File: src/rtl/layered_objects_mux.sv
// Per-pixel layer priority mux with per-layer enable, colour keying, frame-synchronous
// flash blanking and per-frame collision reporting; two-stage pipeline, 24-bit RGB out.
module layered_objects_mux #(
    parameter int N_LAYERS = 12,
    parameter int R_BITS = 3,
    parameter int G_BITS = 3,
    parameter int B_BITS = 2,
    parameter int FLASH_FRAMES = 8,
    parameter logic [N_LAYERS-1:0] FLASH_MASK = N_LAYERS'(1),
    localparam int RGB_W = R_BITS + G_BITS + B_BITS,
    localparam int IDX_W = $clog2(N_LAYERS + 1)
) (
    input  logic                      clk,
    input  logic                      reset,
    input  logic [N_LAYERS-1:0]       drawReq,
    input  logic [N_LAYERS*RGB_W-1:0] layerRGB,
    input  logic [RGB_W-1:0]          backGroundRGB,
    input  logic [N_LAYERS-1:0]       layerEnable,
    input  logic [RGB_W-1:0]          transparentRGB,
    input  logic                      startOfFrame,
    input  logic                      flashEn,
    output logic [7:0]                redOut,
    output logic [7:0]                greenOut,
    output logic [7:0]                blueOut,
    output logic [IDX_W-1:0]          topLayerIdx,
    output logic [N_LAYERS-1:0]       collisionOut
);

    localparam int CNT_W = (FLASH_FRAMES > 1) ? $clog2(FLASH_FRAMES) : 1;
    localparam logic [CNT_W-1:0] CNT_LAST = CNT_W'(FLASH_FRAMES - 1);

    // Left-align a right-justified component of 'width' bits into 8 bits, filling with its LSB.
    function automatic logic [7:0] expand_comp(input logic [7:0] comp, input int width);
        logic [7:0] res;
        res = 8'd0;
        for (int b = 0; b < 8; b++) begin
            if (b >= 8 - width) begin
                res[b] = comp[b - (8 - width)];
            end else begin
                res[b] = comp[0];
            end
        end
        return res;
    endfunction

    logic [N_LAYERS-1:0]       eff_in_s;
    logic [N_LAYERS-1:0]       eff_r;
    logic [N_LAYERS*RGB_W-1:0] rgb_r;
    logic [RGB_W-1:0]          bg_r;
    logic                      sof_r;
    logic                      flash_en_r;
    logic [CNT_W-1:0]          frame_cnt_r;
    logic                      flash_phase_r;
    logic [N_LAYERS-1:0]       acc_r;
    logic [N_LAYERS-1:0]       coll_r;
    logic                      wrap_s;
    logic                      phase_s;
    logic [N_LAYERS-1:0]       blank_s;
    logic [N_LAYERS-1:0]       cand_s;
    logic [N_LAYERS-1:0]       contrib_s;
    logic [IDX_W-1:0]          sel_idx_s;
    logic [RGB_W-1:0]          sel_rgb_s;
    logic [7:0]                red_r;
    logic [7:0]                green_r;
    logic [7:0]                blue_r;
    logic [IDX_W-1:0]          idx_r;

    // Effective request per layer: requested, enabled and not keyed out.
    always_comb begin
        eff_in_s = {N_LAYERS{1'b0}};
        for (int i = 0; i < N_LAYERS; i++) begin
            eff_in_s[i] = drawReq[i] & layerEnable[i] &
                          (layerRGB[i*RGB_W +: RGB_W] != transparentRGB);
        end
    end

    // Stage 1 input capture.
    always_ff @(posedge clk) begin
        if (reset) begin
            eff_r      <= {N_LAYERS{1'b0}};
            rgb_r      <= {(N_LAYERS*RGB_W){1'b0}};
            bg_r       <= {RGB_W{1'b0}};
            sof_r      <= 1'b0;
            flash_en_r <= 1'b0;
        end else begin
            eff_r      <= eff_in_s;
            rgb_r      <= layerRGB;
            bg_r       <= backGroundRGB;
            sof_r      <= startOfFrame;
            flash_en_r <= flashEn;
        end
    end

    // The phase flip is applied to the very pixel carrying startOfFrame, hence the bypass.
    always_comb begin
        wrap_s    = sof_r && (frame_cnt_r == CNT_LAST);
        phase_s   = wrap_s ? ~flash_phase_r : flash_phase_r;
        blank_s   = (flash_en_r && phase_s) ? FLASH_MASK : {N_LAYERS{1'b0}};
        cand_s    = eff_r & ~blank_s;
        contrib_s = ((eff_r & (eff_r - N_LAYERS'(1))) != {N_LAYERS{1'b0}}) ? eff_r
                                                                           : {N_LAYERS{1'b0}};
    end

    // Frame counter, flash phase and collision accumulation.
    always_ff @(posedge clk) begin
        if (reset) begin
            frame_cnt_r   <= {CNT_W{1'b0}};
            flash_phase_r <= 1'b0;
            acc_r         <= {N_LAYERS{1'b0}};
            coll_r        <= {N_LAYERS{1'b0}};
        end else if (sof_r) begin
            frame_cnt_r   <= wrap_s ? {CNT_W{1'b0}} : frame_cnt_r + CNT_W'(1);
            flash_phase_r <= phase_s;
            acc_r         <= contrib_s;
            coll_r        <= acc_r;
        end else begin
            frame_cnt_r   <= frame_cnt_r;
            flash_phase_r <= flash_phase_r;
            acc_r         <= acc_r | contrib_s;
            coll_r        <= coll_r;
        end
    end

    // Priority select: scanning downwards lets the lowest candidate index win.
    always_comb begin
        sel_idx_s = IDX_W'(N_LAYERS);
        sel_rgb_s = bg_r;
        for (int i = N_LAYERS - 1; i >= 0; i--) begin
            if (cand_s[i]) begin
                sel_idx_s = IDX_W'(i);
                sel_rgb_s = rgb_r[i*RGB_W +: RGB_W];
            end else begin
                sel_idx_s = sel_idx_s;
                sel_rgb_s = sel_rgb_s;
            end
        end
    end

    // Stage 2 output registers with colour expansion.
    always_ff @(posedge clk) begin
        if (reset) begin
            red_r   <= 8'd0;
            green_r <= 8'd0;
            blue_r  <= 8'd0;
            idx_r   <= IDX_W'(N_LAYERS);
        end else begin
            red_r   <= expand_comp(8'(sel_rgb_s[RGB_W-1 -: R_BITS]), R_BITS);
            green_r <= expand_comp(8'(sel_rgb_s[B_BITS +: G_BITS]), G_BITS);
            blue_r  <= expand_comp(8'(sel_rgb_s[0 +: B_BITS]), B_BITS);
            idx_r   <= sel_idx_s;
        end
    end

    assign redOut       = red_r;
    assign greenOut     = green_r;
    assign blueOut      = blue_r;
    assign topLayerIdx  = idx_r;
    assign collisionOut = coll_r;

endmodule

File: config.mk
export PLATFORM = sky130hd
export DESIGN_NAME = layered_objects_mux
export DESIGN_NICKNAME = d
export VERILOG_FILES = /design/src/rtl/layered_objects_mux.sv
export SDC_FILE = /design/constraint.sdc
export NUM_CORES = 1
export LEC_CHECK = 0
export ABC_AREA = 1
export CAP_MARGIN = 20
export CORE_ASPECT_RATIO = 0.7
export CORE_UTILIZATION = 45
export DETAILED_ROUTE_END_ITERATION = 12
export PLACE_DENSITY = 0.83
export SLEW_MARGIN = 15
export SYNTH_ARGS = -nofsm -noshare
export SYNTH_HDL_FRONTEND = slang
export SYNTH_SLANG_ARGS = --single-unit
export TNS_END_PERCENT = 5
File: constraint.sdc
create_clock -name clk -period 2.65 [get_ports clk]
set_input_delay 0.53 -clock clk [delete_from_list [all_inputs] [get_ports clk]]
set_output_delay 0.53 -clock clk [all_outputs]
set_load 0.02 [all_outputs]
==> results.toml <==
[outcome]
status = "finished clean"

[clock_tree]
cts_setup_buffers = 0
cts_tree = "yes"
cts-root-buf = "clkbuf_16"
postCtsHoldBufs = 0
cts_made_buffers = 17
cts.sinks = 158
cts_resized = 0
clk_pin_slew_worst_paths_ns = 0.06
htreeDepth = 4
cts_buffer_depth = 2
clock_latency_ns = 0.42

[finish]
final_core_util_pct = 63.1
area_growth_pct = 34.3
fin_area_um2 = 9440
fillCellCount = 1222
multiInputGateArea_um2 = 3010
seq_area_um2 = 3160
stdcell_count = 1311
insertedDiodeCount = 0
drive_above_1_share_pct = 5.82
fin_nets = 1247

[place]
post-place-ws_ns = 0.412
dp_hpwl_mm = 15.9
place_area_um2 = 8850
place.gp.congestion = 0.976
post-place-cells = 1281
io_buffers = 179

[routing]
antenna_left = 0
drt_iter0_drc = 620
drc = 0
drt-total-wl_mm = 21.4
first_pass_iters = 5
num_vias = 6690
viasPerCell = 5.10
wl_per_cell_um = 16.3

[grt]
antenna_found_initial = 0
grt_pass1_vias = 6392
grt_overflow = 0
grt_usage_pct = 27.5
grt_max_degree = 123
grt_pass1_wl_mm = 32.9

[min_path]
min_path_cells = 2
min-delay-start = "rgb_r[3]"
hold-path-endpoint = "greenOut[6]"
hp-class = "register to register"

[logic_synthesis]
ys.flop_type = "dfxtp_1"
netlist_area_um2 = 7030
synth-edff-count = 0
synth.avg_cell_area_um2 = 7.43
synth_warnings = 0
seq_area_frac_synth_pct = 45.0
synth_fp_nets = 1088
async_flop_share_pct = 0
postSynthCellCount = 946
ys_ff_latch = 158
synth_cell_type_count = 34

[power]
p_seq_share_pct = 42.6
power_switching_mw = 1.56
vdd_drop_max_mv = 0.388
p_sw_share_pct = 25.8
clkPwrFrac_pct = 40.3
internal_power_mw = 4.48
power_frac_comb_pct = 17.1
report.power.total_mw = 6.04
power.density_nw_per_um2 = 640
p_leak_nw = 4.42

[timing]
fin_skew_ns = 0.00843
fmax_mhz = 479
post-route-period-util_pct = 78.8
setup_violations = 0
finalMaxSlewViolations = 0
fin_hold_ws_ns = 0.427
worst_slack_ns = 0.561
worstMarginPinSlew_ns = 0.837
rsz0062_at_grt = "no"
setup-tns-final_ns = 0
slew_headroom_pct = 44.0
hold_viol = 0
period_minus_slack_ns = 2.09

[floorplanning]
die_x_um = 151
core_um2 = 15000
initial_utilization_pct = 47.0
die_h_um = 107
ios = 180
rows = 37
die-area_um2 = 16100

[setup_path]
arrival_ns = 1.56
cp_num_buf_inv = 1
critPathMaxFanout = 6
rr_startpoint = "eff_r[3]"
criticalPathCategory = "register to primary output"
reg2reg_slack_ns = 0.76
critPathLaunchType = "register"
worstRegToRegCells = 10
crit_required_ns = 2.12
path_cells = "clkdlybuf4s50_1"
critical_path.slowest_cell = "clkdlybuf4s50_1"
critPathMaxStageDelay_ns = 0.69
path_delay_family = "buffers and inverters"
endpoint_kind = "primary output"
r2r_end = "acc_r[5]"

[job]
cap_violations = 0
-- cells by family after synthesis --
family / synth area share (%)
xor+xnor: 9.35
flops: 45.0
compound gates: 7.84
simple gates: 25.3
buf+inv: 12.2
fa+ha+maj: 0.356
-- layer usage --
| metal | track usage (%) | vias up | wire length (µm) |
|---|---|---|---|
| met3 | 8.97 | 58 | 2500 |
| met1 | 35.4 | 3022 | 8920 |
| met5 | 0 | - | 0 |
| li1 | - | 3213 | - |
| met4 | 11.0 | 0 | 594 |
| met2 | 42.1 | 397 | 9360 |
-- flip-flops by register name (all words and copies together) (netlist names) --
signal	flops
rgb_r	96
acc_r	12
collisionOut	12
eff_r	12
bg_r	8
topLayerIdx	4
frame_cnt_r	3
greenOut	3
redOut	3
blueOut	2
flash_en_r	1
flash_phase_r	1
sof_r	1
-- final cells by class --
cell class	count	share of cell area, %
flip-flops and latches	158	33.5
multi-input cells	597	31.9
repair buffers	195	20.4
inverters	136	5.46
clock buffers	24	5.32
well taps	195	2.59
clock inverters	6	0.875
-- synthesized netlist by cell type (6+ instances only) --
library cell  instances  area (µm²)
a21oi_1              36         180
nand3_1              22         110
clkbuf_1             12        45.0
dfxtp_1             158        3160
nor4_1               16         100
o21ai_0              28         140
buf_4                19         143
xor2_1               69         604
and2_1                6        37.5
nor2_1              181         679
o2111ai_1             6        52.6
o221ai_1              6        52.6
nor3_1                6        30.0
nor2_2                7        43.8
inv_1               132         495
buf_2                18        90.1
o21ai_1               8        40.0
nand4_1              10        62.6
nand2_1             167         627
a221oi_1              6        52.6
xnor2_1               6        52.6
-- worst max path at each step --
stage,slack [ns],from,to,depth (start not counted)
finish,0.56,redOut[5],redOut[2],1
global route,0.55,redOut[5],redOut[2],1
CTS,0.56,redOut[5],redOut[2],1
detailed placement,0.41,transparentRGB[5],eff_r[10],5
global placement,0.45,transparentRGB[5],eff_r[10],5
floorplan,1.16,frame_cnt_r[0],blueOut[6],10
-- power groups by stage --
stage,clock (mW),sequential (mW),combinational [mW]
finish,2.44,2.58,1.03
global route,2.54,2.59,1.12
CTS,2.44,2.58,1.02
detailed placement,0,2.63,1.01
global placement,0,2.62,0.993
floorplan,0,2.64,0.518
-- cells in the final DEF, fill, tap and decap left out, types with 6 or more instances in the layout --
| master | synthesis | final |
|---|---|---|
| nor4_1 | 16 | 16 |
| nand4_1 | 10 | 10 |
| nor2_1 | 181 | 181 |
| nor2_2 | 7 | 7 |
| xor2_1 | 69 | 69 |
| xnor2_1 | 6 | 6 |
| o21ai_1 | 8 | 8 |
| and2_1 | 6 | 6 |
| inv_1 | 132 | 132 |
| a21oi_1 | 36 | 36 |
| nor3_1 | 6 | 6 |
| dfxtp_1 | 158 | 158 |
| nand2_1 | 167 | 167 |
| o2111ai_1 | 6 | 6 |
| clkdlybuf4s50_1 | 0 | 178 |
| o221ai_1 | 6 | 6 |
| nand3_1 | 22 | 22 |
| buf_4 | 19 | 16 |
| a221oi_1 | 6 | 6 |
| o21ai_0 | 28 | 28 |
| clkbuf_16 | 0 | 17 |
Power figures use the tool's default switching activity.
